[config.mk]
export PLATFORM = sky130hd
export DESIGN_NAME = simple_bus_mem_slave
export DESIGN_NICKNAME = d
export VERILOG_FILES = /design/src/rtl/simple_bus_mem_slave.sv
export SDC_FILE = /design/constraint.sdc
export NUM_CORES = 1
export LEC_CHECK = 0
export CORE_ASPECT_RATIO = 0.9
export CORE_MARGIN = 1
export CORE_UTILIZATION = 40
export CTS_CLUSTER_SIZE = 16
export DETAILED_ROUTE_END_ITERATION = 7
export SYNTH_ARGS = -nofsm -noshare
export SYNTH_HDL_FRONTEND = slang
export SYNTH_SLANG_ARGS = --single-unit
[constraint.sdc]
create_clock -name clk -period 2.2 [get_ports clk]
set_input_delay 0.22 -clock clk [delete_from_list [all_inputs] [get_ports clk]]
set_output_delay 0.22 -clock clk [all_outputs]
set_load 0.03 [all_outputs]
[src/rtl/simple_bus_mem_slave.sv]
// simple_bus_mem_slave: byte-wide memory target for the simple_bus master.
// Grants the bus on req, accepts one single or 4-beat wrapping burst per
// start strobe, inserts WAIT_STATES idle cycles before the first beat and
// answers out-of-range addresses with a single error beat. Every output is
// a flop loaded from the next-state decode.
module simple_bus_mem_slave #(
  parameter int DEPTH       = 16,
  parameter int WAIT_STATES = 0
) (
  input  logic       clk,
  input  logic       rst_n,
  input  logic       req,
  output logic       gnt,
  input  logic       start,
  input  logic [7:0] addr,
  input  logic [1:0] mode,
  input  logic [7:0] data_in,
  output logic [7:0] data_out,
  output logic       data_oe,
  output logic       rdy,
  output logic       err
);

  localparam int         AW        = (DEPTH > 1) ? $clog2(DEPTH) : 1;
  localparam logic [8:0] DEPTH_LIM = 9'(DEPTH);
  localparam logic [3:0] WAIT_INIT = 4'(WAIT_STATES);

  typedef enum logic [2:0] {
    S_IDLE    = 3'd0,
    S_GRANTED = 3'd1,
    S_WAIT    = 3'd2,
    S_BEAT    = 3'd3,
    S_ERR     = 3'd4
  } state_t;

  state_t     state_q, state_d;
  logic [3:0] cnt_q, cnt_d;
  logic [7:0] addr_q, addr_d;
  logic       wr_q, wr_d;
  logic [1:0] beats_q, beats_d;
  logic       gnt_d, rdy_d, err_d, oe_d;
  logic [7:0] mem [DEPTH];

  logic accept;
  logic oob;

  assign accept = (state_q == S_GRANTED) && req && start;
  assign oob    = ({1'b0, addr} >= DEPTH_LIM);

  // State register and transaction context (address, direction, counters)
  always_ff @(posedge clk or negedge rst_n) begin
    if (!rst_n) begin
      state_q <= S_IDLE;
      cnt_q   <= '0;
      addr_q  <= '0;
      wr_q    <= 1'b0;
      beats_q <= '0;
    end else begin
      state_q <= state_d;
      cnt_q   <= cnt_d;
      addr_q  <= addr_d;
      wr_q    <= wr_d;
      beats_q <= beats_d;
    end
  end

  // Next-state decode
  always_comb begin
    state_d = state_q;
    case (state_q)
      S_IDLE: begin
        if (req) state_d = S_GRANTED;
      end
      S_GRANTED: begin
        if (!req)          state_d = S_IDLE;
        else if (start) begin
          if (oob)                    state_d = S_ERR;
          else if (WAIT_STATES == 0)  state_d = S_BEAT;
          else                        state_d = S_WAIT;
        end
      end
      S_WAIT: begin
        if (cnt_q <= 4'd1) state_d = S_BEAT;
      end
      S_BEAT: begin
        if (beats_q == 2'd0) state_d = req ? S_GRANTED : S_IDLE;
      end
      S_ERR: begin
        state_d = req ? S_GRANTED : S_IDLE;
      end
      default: state_d = S_IDLE;
    endcase
  end

  // Transaction context update: capture on start, count waits, wrap burst address
  always_comb begin
    cnt_d   = cnt_q;
    addr_d  = addr_q;
    wr_d    = wr_q;
    beats_d = beats_q;
    if (accept) begin
      addr_d  = addr;
      wr_d    = mode[0];
      cnt_d   = WAIT_INIT;
      beats_d = mode[1] ? 2'd3 : 2'd0;
    end else if (state_q == S_WAIT) begin
      cnt_d = cnt_q - 4'd1;
    end else if ((state_q == S_BEAT) && (beats_q != 2'd0)) begin
      addr_d  = {addr_q[7:2], addr_q[1:0] + 2'd1};
      beats_d = beats_q - 2'd1;
    end
  end

  // Output decode from the upcoming state so the registered outputs line up with it
  always_comb begin
    gnt_d = (state_d != S_IDLE);
    rdy_d = (state_d == S_BEAT) || (state_d == S_ERR);
    err_d = (state_d == S_ERR);
    oe_d  = (state_d == S_BEAT) && !wr_d;
  end

  // Registered bus outputs; data_out only reloads on read beats and holds otherwise
  always_ff @(posedge clk or negedge rst_n) begin
    if (!rst_n) begin
      gnt      <= 1'b0;
      rdy      <= 1'b0;
      err      <= 1'b0;
      data_oe  <= 1'b0;
      data_out <= 8'h00;
    end else begin
      gnt     <= gnt_d;
      rdy     <= rdy_d;
      err     <= err_d;
      data_oe <= oe_d;
      if (oe_d) data_out <= mem[addr_d[AW-1:0]];
    end
  end

  // Byte store: cleared by reset, written at the edge that closes a write beat
  always_ff @(posedge clk or negedge rst_n) begin
    if (!rst_n) begin
      for (int i = 0; i < DEPTH; i++) mem[i] <= 8'h00;
    end else if ((state_q == S_BEAT) && wr_q) begin
      mem[addr_q[AW-1:0]] <= data_in;
    end
  end

endmodule

======== Yosys cells after proc, flatten, opt, wreduce, memory -nomap -nowiden ========
Index checks and enable logic that the tools add are counted.
storage, ports and cells
  flip-flop bits (word level) ............. 154
  bits of input ports ..................... 22
  output and inout port bits .............. 12
  word-level logic and storage cells ...... 82
operators by class
  add/sub/neg operators ................... 3
  order comparisons ....................... 5
  equality and inequality tests ........... 7
  multiplexer cells ....................... 24
  bitwise operators ....................... 2
  reductions and logical operators ........ 15
operator list
  operator               count
  $bwmux W128            1
  $bmux W8 S4            1
  $demux W8 S4           1
  $mux W8                3
  $mux W3                6
  $pmux W3 S5            1
  $mux W2                6
  $mux W4                3
  $ge A5 B5 Y1 const B   2
  $not A4 Y5             2
  $eq A3 B2 Y1 const B   3
  $ge A8 B5 Y1 const B   1
  $eq A3 B3 Y1 const B   2
  $logic_and A1 B1 Y1    6
  $reduce_bool A2 Y1     3
  $lt A5 B1 Y1 const B   1
  $le A4 B1 Y1 const B   1
  $sub A4 B1 Y4 const B  1
  $eq A3 B1 Y1 const B   1
  $logic_not A3 Y1       1
  $reduce_bool A3 Y1     1
  $add A2 B1 Y2 const B  1
  $logic_not A2 Y1       1
  $mux W1                2
  other kinds (5)        5

======== Longest topological paths before layout ========
  depth after elaboration ................. 9
  depth in mapped cells ................... 13

======== Worst setup path before layout ========
No wires, ideal clock.
  path kind ............................... reg2reg
  from .................................... register beats_q[0]
  to ...................................... register data_out[3]
  setup time .............................. 134 ps
  arrival time ............................ 2292 ps
  required time ........................... 2066 ps
  path slack .............................. -226 ps
  cell stages (with the launch flop) ...... 13
  path buffers ............................ 3
  clock period less this slack ............ 2426 ps
  cells stage by stage .................... dfrtp_1 -> inv_1 -> ha_1 -> and4bb_1 -> buf_2 -> xnor2_1 -> o21a_1 -> buf_2 -> buf_2 -> mux2i_1 -> mux2i_1 -> o2111ai_1 -> o211ai_2
on the way
  word-level cells in the longest chain between the ends .. 9
RTL lines
  what                                         line  RTL
  from (decl)                                  40    logic [1:0] beats_q, beats_d;
  from (signal assigned)                       63    beats_q <= beats_d;
  $reduce_bool A2 Y1                           108   end else if ((state_q == S_BEAT) && (beats_q != 2'd0)) begin
  $logic_and A1 B1 Y1                          108
  $mux W2                                      108
  $mux W2                                      106   end else if (state_q == S_WAIT) begin
  $mux W4                                      101   if (accept) begin
  $not A4 Y5 (implied by the code)             135   if (oe_d) data_out <= mem[addr_d[AW-1:0]];
  $bmux W8 S4                                  135
  $mux W8 (implied by the code) (2 in series)  135
  to (signal assigned)                         135
  to (decl)                                    18    output logic [7:0] data_out,
Several ways; a longest one is shown, not always the timed one. The select of a mux whose other input is x is not followed.
A chain may end at the register's enable or synchronous reset.

======== Worst setup path after layout ========
  from .................................... register beats_q[0]
  to ...................................... register data_out[0]
Same word-level chain as after synthesis.

==> results by group <==
Cells and area
  • Area of the multi-input gates: 3550 um^2
  • ANT cells: 0
  • Layout cells sized above 1: 37.1%
  • Synthesis-to-finish area growth: 28.1%
  • FF+latch area: 3850 um^2
  • Design Area, Final: 9290 um^2
  • FILL cells: 1505
  • Fin nets: 730

Timing
  • Fin worst setup slack: -90.4 ps
  • Max Clk Rate: 437 MHz
  • Slew @ Worst Pin: about 650 ps
  • Final period util: 104%
  • Final Hold Viols: 0
  • Count of pins over their slew limit: 0
  • Relative slew margins: 56.4%
  • Crit path time final: 2290 ps
  • Clock Skew: 9.07 ps
  • RSZ-0062 raised after global routing: true
  • Setup TNS: -397 ps
  • Endpoints failing setup: 8

Worst setup path
  • CP Max Fanout: 8
  • Flop2flop setup slack: -90 ps
  • Endpoint type of the worst setup path: flip-flop
  • Crit start category: flip-flop
  • Worst setup path start: beats_q[0]
  • WS Path Type: reg -> reg
  • Worst R2R End: data_out[0]
  • Worst path required time: 2490 ps
  • FF-to-FF path depth: 10
  • Worst reg2reg path startpoint: beats_q[0]
  • WP data arrival: approximately 2600 ps

Synth
  • Cells after Synth: 631
  • Warnings, synthesis: 0
  • Number of synthesized register bits: 154
  • Area share of the largest cell type after synthesis: 53.1%
  • Synth Area per Inst: 11.5 um^2
  • EDFF count, synth: 0
  • Mapped Nets: 660
  • Count leader, synth: dfrtp_1
  • Seq/Total Area, Yosys: 53.1%
  • Main synth FF type: dfrtp_1
  • Async SR Flop Fraction: 100%
  • Synth cell count leaders: 154 x dfrtp_1, 109 x nand2_1, 106 x mux2_2
  • Area leader, netlist: dfrtp_1
  • Post-Syn Area: 7250 um^2
  • Post-synth cell types: 44
  • Top post-synthesis cells by area: dfrtp_1 53%, mux2_2 16%, nand2_1 5.6%

Routing
  • Drt first pass iters: 5
  • Routed wire length: 19500 um
  • WL per Instance: 20.5 um
  • Vias: between 5k and 6k
  • DRC: 0
  • Routed Antenna Nets: 0
  • Initial drt markers: 293
  • Via density per instance: 5.40

Clocking
  • Root Driver: clkbuf_16
  • Number of clock sinks: 154
  • Clock Path Buffers: 2
  • Clock Latency Late Sink: 420 ps
  • H-tree levels: 4
  • Clock transition at path regs: 60 ps
  • CTS buffer count: 17
  • CTS tree: built

Power
  • Worst vdd ir: 0.555 mV
  • Power density over the cells: 1150 nW/um^2
  • LEAKAGE: 3.99 nW

Die
  • Die width: about 140 um
  • Die area: ~19000 um^2
  • IO Count: 34
  • Row count: 46
  • Die H: 130 um
  • Core Region: between 15000 and 20000 um^2
  • Starting Density: around two fifths

Place
  • Dpl cell area: 8140 um^2
  • DP Wirelength: approximately 13000 um
  • Gpl congestion: 0.884
  • Port Buf Inserts: 33

Status
  • Failing checks: setup timing
  • Outcome: finished with violations

GRT
  • Remaining global-route overflow: 0
  • Total GRT Usage: 22.7%
  • Initial antenna violation count: 0
  • Vias in the first global route: 5393
  • Largest net degree at the start of global routing: just under 70
  • Global-route wire length before repair: 30900 um

Job
  • Maxcap violations: 0

Hold path
  • Hold crit path type: in -> async
==> report_power, final <==
group | total [mW] | internal (mW) | switching, mW
Combinational | 4.19 | 1.83 | 2.37
Clock | 3.03 | 1.88 | 1.16
Sequential | 3.44 | 3.14 | 0.295
==> sequential cells by signal, summed over array words and instances (netlist names) <==
signal    count
err           1
rdy           1
data_out      8
data_oe       1
addr_q        4
state_q       3
mem         128
beats_q       2
gnt           1
cnt_q         4
wr_q          1
==> layout by cell type (no fill, tap or decap), drive strengths merged, types with 2 or more instances in the layout <==
master / count
clkbuf: 23
mux2: 129
mux2i: 27
buf: 52
dfrtp: 154
nor3: 2
clkinv: 3
nor2: 38
nor2b: 4
clkdlybuf4s50: 32
clkinvlp: 2
o2111ai: 8
nand3: 51
xnor2: 5
o21ai: 2
nand3b: 2
nor4: 2
o211ai: 15
inv: 16
bufinv: 3
a21oi: 10
ha: 7
nand2: 109
and2: 5
==> worst max-delay path, stage by stage (launching register included) <==
cell	delay, ps
dfrtp_1	340
inv_1	50
ha_2	170
and4bb_4	340
xnor2_2	130
o21a_4	240
buf_12	170
mux2i_2	230
mux2i_1	100
o2111ai_1	240
o211ai_2	120
==> per-layer routing <==
metal  routed length, um  up-vias  track usage, %  share of wire (%)
li1                    -     2336               -                  -
met1                9070     2654            31.0                 46
met2                9030      130            35.8                 46
met3                1090       27            5.91                5.6
met4                 346        0            6.13                1.8
met5                   0        -               0                  0
==> worst max-delay path by stage <==
stage	end	slack, ps	cells after the start
after floorplan	data_out[5]	-60	10
after global placement	data_out[0]	-260	9
after detailed placement	data_out[0]	-340	9
after CTS	data_out[0]	-130	10
after global routing	data_out[1]	-170	10
final	data_out[0]	-90	10
==> cell families after synthesis <==
kind of cell / after synthesis / share of synthesized area [%]
AOI/OAI and AO/OA: 40 / 4.48
buffers and inverters: 49 / 2.85
xor gates and xnor gates: 5 / 0.604
muxes: 156 / 24.0
and+or+nand+nor: 220 / 13.8
DFF: 154 / 53.1
adders and majority gates: 7 / 1.21
==> repair_timing <==
item                                    CTS  global route
gates resized for setup                  69            17
pin swaps                                21            10
endpoints found under the hold margin    63             0
hold buffers                              1             0
gates cloned                              3             1
endpoints found under the setup margin    8            23
buffers inserted                          7             1
==> cell type report <==
type,instances,share of cell area [%]
flip-flops and latches,154,41.5
clock buffers,22,5.10
clock inverters,10,1.48
well taps,240,3.23
inverters,14,0.646
repair buffers,86,9.87
multi-input cells,428,38.2
==> stage by stage <==
stage                     hold WS, ps  total power [mW]  utilization [%]  worst slack [ps]  std cells
after CTS                         382              10.5             52.0              -135        953
after detailed placement          270              6.74             46.1              -337        912
after global placement            259              6.67             46.1              -259        912
after global routing              429              11.2             52.6              -173        954
final                             365              10.7             52.6             -90.4        954
after floorplan                 -75.6              5.35                -             -56.5        631
(Power assumes the default switching activity.)
